[src/rtl/sw_score_collector_if.sv]
// Score-beat input stream and alignment-result output stream of the SW score collector.
// master: the side that feeds beats and consumes results (array tail / downstream).
// slave: the collector itself.
interface sw_score_collector_if #(
  parameter int SCORE_W = 16,
  parameter int ROW_W   = 10,
  parameter int COL_W   = 10
);
  logic               io_in_valid;
  logic               io_in_ready;
  logic [SCORE_W-1:0] io_in_score;
  logic               io_in_eor;
  logic               io_in_eoa;
  logic               io_out_valid;
  logic               io_out_ready;
  logic [SCORE_W-1:0] io_out_score;
  logic [ROW_W-1:0]   io_out_row;
  logic [COL_W-1:0]   io_out_col;
  logic               io_out_found;
  logic               io_out_ovf;
  logic               io_busy;

  modport master (
    output io_in_valid, io_in_score, io_in_eor, io_in_eoa, io_out_ready,
    input  io_in_ready, io_out_valid, io_out_score, io_out_row, io_out_col,
           io_out_found, io_out_ovf, io_busy
  );

  modport slave (
    input  io_in_valid, io_in_score, io_in_eor, io_in_eoa, io_out_ready,
    output io_in_ready, io_out_valid, io_out_score, io_out_row, io_out_col,
           io_out_found, io_out_ovf, io_busy
  );
endinterface

[src/rtl/sw_score_collector.sv]
// Tracks the maximum Smith-Waterman cell score and its (row, col) over one alignment.
// Latency: result valid the cycle after the eoa beat is accepted.
// Backpressure: input stalls (ready low) while a result waits for io_out_ready.
module sw_score_collector #(
  parameter int SCORE_W = 16,
  parameter int ROW_W   = 10,
  parameter int COL_W   = 10
) (
  input  logic               clock,
  input  logic               reset,
  sw_score_collector_if.slave io
);

  localparam logic [1:0] IDLE    = 2'd0;
  localparam logic [1:0] COLLECT = 2'd1;
  localparam logic [1:0] RESULT  = 2'd2;

  logic [1:0]         state_q;
  logic [1:0]         state_d;
  logic [ROW_W-1:0]   row_q;
  logic [COL_W-1:0]   col_q;
  logic [SCORE_W-1:0] max_q;
  logic [ROW_W-1:0]   max_row_q;
  logic [COL_W-1:0]   max_col_q;
  logic               ovf_q;

  logic               accept;
  logic [SCORE_W-1:0] cur_max;
  logic [ROW_W-1:0]   cur_row;
  logic [COL_W-1:0]   cur_col;
  logic               take;

  // Ready depends on state only, so a pending result blocks the stream.
  assign io.io_in_ready = (state_q != RESULT);
  assign accept         = io.io_in_valid && io.io_in_ready;

  // Comparison baseline: a fresh alignment starts from max 0 at (0,0).
  always_comb begin
    cur_max = max_q;
    cur_row = max_row_q;
    cur_col = max_col_q;
    if (state_q == IDLE) begin
      cur_max = '0;
      cur_row = '0;
      cur_col = '0;
    end
    // Strictly greater, so the first occurrence of a tie is kept.
    take = (io.io_in_score > cur_max);
  end

  // Next-state logic; eoa wins over eor on a combined beat.
  always_comb begin
    state_d = state_q;
    case (state_q)
      IDLE: begin
        if (accept) state_d = io.io_in_eoa ? RESULT : COLLECT;
      end
      COLLECT: begin
        if (accept && io.io_in_eoa) state_d = RESULT;
      end
      RESULT: begin
        if (io.io_out_ready) state_d = IDLE;
      end
      default: state_d = IDLE;
    endcase
  end

  // State register.
  always_ff @(posedge clock or posedge reset) begin
    if (reset) state_q <= IDLE;
    else       state_q <= state_d;
  end

  // Position counters, running maximum and sticky overflow flag.
  always_ff @(posedge clock or posedge reset) begin
    if (reset) begin
      row_q     <= '0;
      col_q     <= '0;
      max_q     <= '0;
      max_row_q <= '0;
      max_col_q <= '0;
      ovf_q     <= 1'b0;
    end else begin
      if (accept) begin
        if (take) begin
          max_q     <= io.io_in_score;
          max_row_q <= row_q;
          max_col_q <= col_q;
        end else begin
          max_q     <= cur_max;
          max_row_q <= cur_row;
          max_col_q <= cur_col;
        end
        // Indices saturate at all-ones; a blocked increment is remembered in ovf.
        if (io.io_in_eor) begin
          col_q <= '0;
          if (&row_q) ovf_q <= 1'b1;
          else        row_q <= row_q + ROW_W'(1);
        end else begin
          if (&col_q) ovf_q <= 1'b1;
          else        col_q <= col_q + COL_W'(1);
        end
      end
      // Result consumed: next alignment begins at (0,0) with a clean ovf.
      if ((state_q == RESULT) && io.io_out_ready) begin
        row_q <= '0;
        col_q <= '0;
        ovf_q <= 1'b0;
      end
    end
  end

  assign io.io_out_valid = (state_q == RESULT);
  assign io.io_busy      = (state_q == COLLECT);
  assign io.io_out_score = max_q;
  assign io.io_out_row   = max_row_q;
  assign io.io_out_col   = max_col_q;
  assign io.io_out_found = (max_q != '0);
  assign io.io_out_ovf   = ovf_q;

endmodule

[src/flat_wrapper.sv]
// flat-port wrapper written by rule: the top's interface ports become plain ports
module sw_score_collector_flat 
#(
  parameter int SCORE_W = 16,
  parameter int ROW_W   = 10,
  parameter int COL_W   = 10
)
  (clock, reset, io_io_in_valid, io_io_in_score, io_io_in_eor, io_io_in_eoa, io_io_out_ready, io_io_in_ready, io_io_out_valid, io_io_out_score, io_io_out_row, io_io_out_col, io_io_out_found, io_io_out_ovf, io_io_busy);
  sw_score_collector_if #(.SCORE_W(SCORE_W), .ROW_W(ROW_W), .COL_W(COL_W)) io_i ();
  input  logic clock;
  input  logic reset;
  input wire logic [$bits(io_i.io_in_valid)-1:0] io_io_in_valid;
  input wire logic [$bits(io_i.io_in_score)-1:0] io_io_in_score;
  input wire logic [$bits(io_i.io_in_eor)-1:0] io_io_in_eor;
  input wire logic [$bits(io_i.io_in_eoa)-1:0] io_io_in_eoa;
  input wire logic [$bits(io_i.io_out_ready)-1:0] io_io_out_ready;
  output wire logic [$bits(io_i.io_in_ready)-1:0] io_io_in_ready;
  output wire logic [$bits(io_i.io_out_valid)-1:0] io_io_out_valid;
  output wire logic [$bits(io_i.io_out_score)-1:0] io_io_out_score;
  output wire logic [$bits(io_i.io_out_row)-1:0] io_io_out_row;
  output wire logic [$bits(io_i.io_out_col)-1:0] io_io_out_col;
  output wire logic [$bits(io_i.io_out_found)-1:0] io_io_out_found;
  output wire logic [$bits(io_i.io_out_ovf)-1:0] io_io_out_ovf;
  output wire logic [$bits(io_i.io_busy)-1:0] io_io_busy;
  assign io_i.io_in_valid = io_io_in_valid;
  assign io_i.io_in_score = io_io_in_score;
  assign io_i.io_in_eor = io_io_in_eor;
  assign io_i.io_in_eoa = io_io_in_eoa;
  assign io_i.io_out_ready = io_io_out_ready;
  assign io_io_in_ready = io_i.io_in_ready;
  assign io_io_out_valid = io_i.io_out_valid;
  assign io_io_out_score = io_i.io_out_score;
  assign io_io_out_row = io_i.io_out_row;
  assign io_io_out_col = io_i.io_out_col;
  assign io_io_out_found = io_i.io_out_found;
  assign io_io_out_ovf = io_i.io_out_ovf;
  assign io_io_busy = io_i.io_busy;
  sw_score_collector #(.SCORE_W(SCORE_W), .ROW_W(ROW_W), .COL_W(COL_W)) u_core (.clock(clock), .reset(reset), .io(io_i));
endmodule
[config.mk]
export PLATFORM = sky130hd
export DESIGN_NAME = sw_score_collector_flat
export DESIGN_NICKNAME = d
export VERILOG_FILES = /design/src/rtl/sw_score_collector_if.sv /design/src/rtl/sw_score_collector.sv /design/src/flat_wrapper.sv
export SDC_FILE = /design/constraint.sdc
export NUM_CORES = 1
export LEC_CHECK = 0
export ABC_CLOCK_PERIOD_IN_PS = 3580
export CAP_MARGIN = 10
export CORE_ASPECT_RATIO = 0.7
export CORE_MARGIN = 2
export CORE_UTILIZATION = 52
export DETAILED_ROUTE_END_ITERATION = 10
export HOLD_SLACK_MARGIN = 0.08
export MAX_ROUTING_LAYER = met4
export PLACE_DENSITY_LB_ADDON = 0.12
export SYNTH_ARGS = -nofsm -noshare
export SYNTH_HDL_FRONTEND = slang
export SYNTH_SLANG_ARGS = --single-unit
[constraint.sdc]
create_clock -name clock -period 3.58 [get_ports clock]
set_clock_uncertainty 0.1 [all_clocks]
set_input_delay 0.716 -clock clock [delete_from_list [all_inputs] [get_ports clock]]
set_output_delay 0.716 -clock clock [all_outputs]
set_load 0.02 [all_outputs]
==> results_dict.tcl <==
set metrics [dict create \
    clkLatencyLatePin_ns 0.34 \
    netSwitchingFraction_pct 33.5 \
    remaining_drc_errors 0 \
    synth_area_per_cell_um2 9.55 \
    yosys.area_share.xor_xnor_pct 2.37 \
    hold_start "u_core.row_q[2]" \
    hpwlAfterDp_um 5470 \
    post_synth_inst_count 348 \
    area_growth_pct 27.1 \
    clock_share_of_power_pct 31.2 \
    power.density_cell_area_nw_per_um2 562 \
    placedCellCount 481 \
    synth_fa_ha_area_share_pct 6.77 \
    max_clock_freq_mhz 325 \
    grt_max_degree 31 \
    simple_gate_share_of_the_synthesized_area_pct 18.8 \
    diodes_inserted 0 \
    nature_of_the_critical_path_endpoint "register" \
    routed-via-count 2712 \
    cts_made_buffers 9 \
    synth-seq-cells 59 \
    timing.setup.tns_ns 0 \
    rsz_0062_raised_after_global_routing "false" \
    worstPathMaxFanout 21 \
    max_slew.worst_pin.slew_ns 0.697 \
    die_area_um2 7060 \
    net-switching-power_w 0.000796 \
    grt_antenna_before_repair 0 \
    cellInternalPower_w 0.00158 \
    cts.hold.buffers_added 0 \
    synth_compound_area_share_pct 8.81 \
    arrival_ns 3.23 \
    r2r_end "u_core.io.io_out_score[7]" \
    critical_path_class "reg2reg" \
    critical_path_s_largest_stage_delay_ns 0.45 \
    final-max-slew-violation-count 0 \
    floorplan.core_area_um2 6220 \
    power.combinational.fraction_pct 30.6 \
    core.rowCount 24 \
    timing.slew.headroom_pct 53.2 \
    yosys_warnings 0 \
    wire_per_inst_um 15.1 \
    synth_largest_type_area_fraction_pct 44.4 \
    period_needed_ns 3.08 \
    avgViaCountPerCell 5.46 \
    finalSetupViolations 0 \
    wl_um 7490 \
    synthMuxAreaShare_pct 11.1 \
    power_frac_seq_pct 38.2 \
    buffer_ports.inserted 62 \
    whs_endpoint "u_core.row_q[2]" \
    peakVddDrop_v 0.000246 \
    fillerInstances 513 \
    fin_area_um2 4230 \
    io-pin-count 63 \
    r2r_slack_ns 0.50 \
    netlist-cell-type-count 45 \
    grt_pass1_wl_um 12600 \
    synth-seq-area-share_pct 44.4 \
    postCtsSetupBuffers 0 \
    worst_hold_path_type "reg2reg" \
    async_reset_ff_share_pct 100 \
    global_route.overflow_total 0 \
    final.period_utilization_pct 86.0 \
    clock-root-buffer "clkbuf_8" \
    combinational_family_with_the_most_area_after_synthesis "simple AND/OR/NAND/NOR gates" \
    synth_enable_flop_cells 0 \
    finish.cell_count_without_fillers 497 \
    final_core_util_pct 68.0 \
    grt_util_all_layers_pct 23.5 \
    grt_pass1_vias 2616 \
    status "finished, final reports clean" \
    worst_r2r_path_depth 9 \
    post_dp_cell_area_um2 3990 \
    leakage_nw 1.99 \
    reg2reg_from "u_core.state_q[1]" \
    final_layout_size_suffix_gt1_share_pct 7.64 \
    synth_area_leader_cell "dfrtp_1" \
    cp_cell_sequence "or2_2 > nand2_1 > ha_1 > a21oi_1 > o21ai_0 > a221o_1 > o31ai_4 > buf_4 > mux2i_1" \
    drv_cap 0 \
    post_synth_instance_area_um2 3320 \
    yosys-top-cells-area "dfrtp_1 44%, mux2i_1 11%, nand2_1 7.5%, ha_1 6.8%, inv_1 4.3%" \
    place.gp.congestion 0.864 \
    post_cts_resize_count 0 \
    critical_path.slowest_cell "dfrtp_1" \
    first_pass_drt_iterations 4 \
    floorplan.die.width_um 99.6 \
    cts_max_path_buffers 2 \
    cts_tree "built" \
    crit_required_ns 3.73 \
    final_number_of_hold_violating_endpoints 0 \
    initial_utilization_pct 53.5 \
    cell_count_of_the_worst_hold_path 1 \
    synth_fp_nets 388 \
    ys_dominant_reg_cell "dfrtp_1" \
    h-tree-depth 3 \
    clk_pin_slew_worst_paths_ns 0.07 \
    tritoncts_num_sinks 59 \
    nets 454 \
    crit_path_start_kind "register" \
    die_h_um 70.9 \
    drt-initial-drc-count 87 \
    antenna_violating_nets_post_route 0 \
]
[logic make-up after synthesis]
group / count (synthesis)
AO/OA/AOI/OAI: 41
flip-flops: 59
multiplexers: 37
adder cells (fa/ha/maj): 18
XOR/XNOR: 9
AND/OR/NAND/NOR: 132
buffers and inverters: 52
[Yosys cell counts, types with 3 or more instances]
| library cell | number |
|---|---|
| nor2_1 | 16 |
| o31ai_1 | 3 |
| clkbuf_1 | 7 |
| o21ai_0 | 7 |
| nand3_1 | 7 |
| or4_1 | 3 |
| dfrtp_1 | 59 |
| mux2i_1 | 37 |
| xnor2_1 | 9 |
| buf_12 | 3 |
| nand4_1 | 7 |
| nor3_1 | 8 |
| a21oi_1 | 14 |
| a21o_1 | 3 |
| inv_1 | 38 |
| ha_1 | 18 |
| nand2_1 | 66 |
| nor4_1 | 9 |
[cell usage in the layout (no fill, tap or decap), types with 6 or more instances in the layout]
cell,Yosys,routed
a21oi_1,14,14
buf_4,1,6
clkbuf_8,0,9
clkdlybuf4s50_1,0,62
dfrtp_1,59,59
ha_1,18,18
inv_1,38,37
mux2i_1,37,37
nand2_1,66,66
nand3_1,7,7
nand4_1,7,7
nor2_1,16,16
nor3_1,8,8
nor4_1,9,9
o21ai_0,7,7
xnor2_1,9,9
[routing by layer]
layer | track usage [%] | share of wire (%) | vias to the layer above
met4 | 6.39 | 0.64 | 0
met2 | 33.3 | 44 | 71
met5 | - | 0 | -
met3 | 6.52 | 5.2 | 6
li1 | - | - | 1325
met1 | 33.3 | 50 | 1310
[state kept, by name, indices dropped and copies added, names as in the netlist]
register                cells
u_core.col_q               10
u_core.io.io_out_col       10
u_core.io.io_out_ovf        1
u_core.io.io_out_row       10
u_core.io.io_out_score     16
u_core.row_q               10
u_core.state_q              2
[worst max path at each step]
stage,cells past startpoint,slack (ns),end,from
floorplan,12,0.68,u_core.io.io_out_score[10],u_core.state_q[1]
global placement,8,0.37,u_core.io.io_out_col[4],io_io_in_score[13]
detailed placement,8,0.29,u_core.io.io_out_score[7],io_io_in_score[13]
CTS,9,0.53,u_core.io.io_out_score[7],u_core.state_q[1]
global route,9,0.29,u_core.io.io_out_score[7],u_core.state_q[1]
finish,9,0.50,u_core.io.io_out_score[7],u_core.state_q[1]
[power groups by stage]
stage / clock network (W) / registers [W] / logic [W]
after floorplan: 0 / 0.000985 / 0.000367
after detailed placement: 0 / 0.000913 / 0.000729
final: 0.000741 / 0.000906 / 0.000727
after CTS: 0.000750 / 0.000904 / 0.000733
after global routing: 0.000782 / 0.000924 / 0.000795
after global placement: 0 / 0.000909 / 0.000709
[critical path, delay by kind of cell (launching register included)]
kind | cells | cell delay, ns
AO/OA/AOI/OAI | 4 | 0.97
buffers and inverters | 1 | 0.38
flip-flops | 1 | 0.45
multiplexers | 1 | 0.25
adder cells (fa/ha/maj) | 1 | 0.24
AND/OR/NAND/NOR | 2 | 0.57
[cell type report]
cell class                      instances  area (µm²)  share of cell area, %
Multi-Input combinational cell        237        1600                   37.9
Inverter                               39         146                   3.46
Sequential cell                        59        1480                   34.9
Timing Repair Buffer                   68         666                   15.7
Clock buffer                            9         124                   2.93
Clock inverter                          7         116                   2.75
Tap cell                               78        97.6                   2.31
[through the flow]
step	power (W)	hold slack (ns)	worst slack (ns)
floorplan	0.00135	0.381	0.683
global placement	0.00162	0.412	0.370
detailed placement	0.00164	0.416	0.291
CTS	0.00239	0.424	0.526
global route	0.00250	0.447	0.286
finish	0.00237	0.425	0.501
Power figures use the tool's default switching activity.
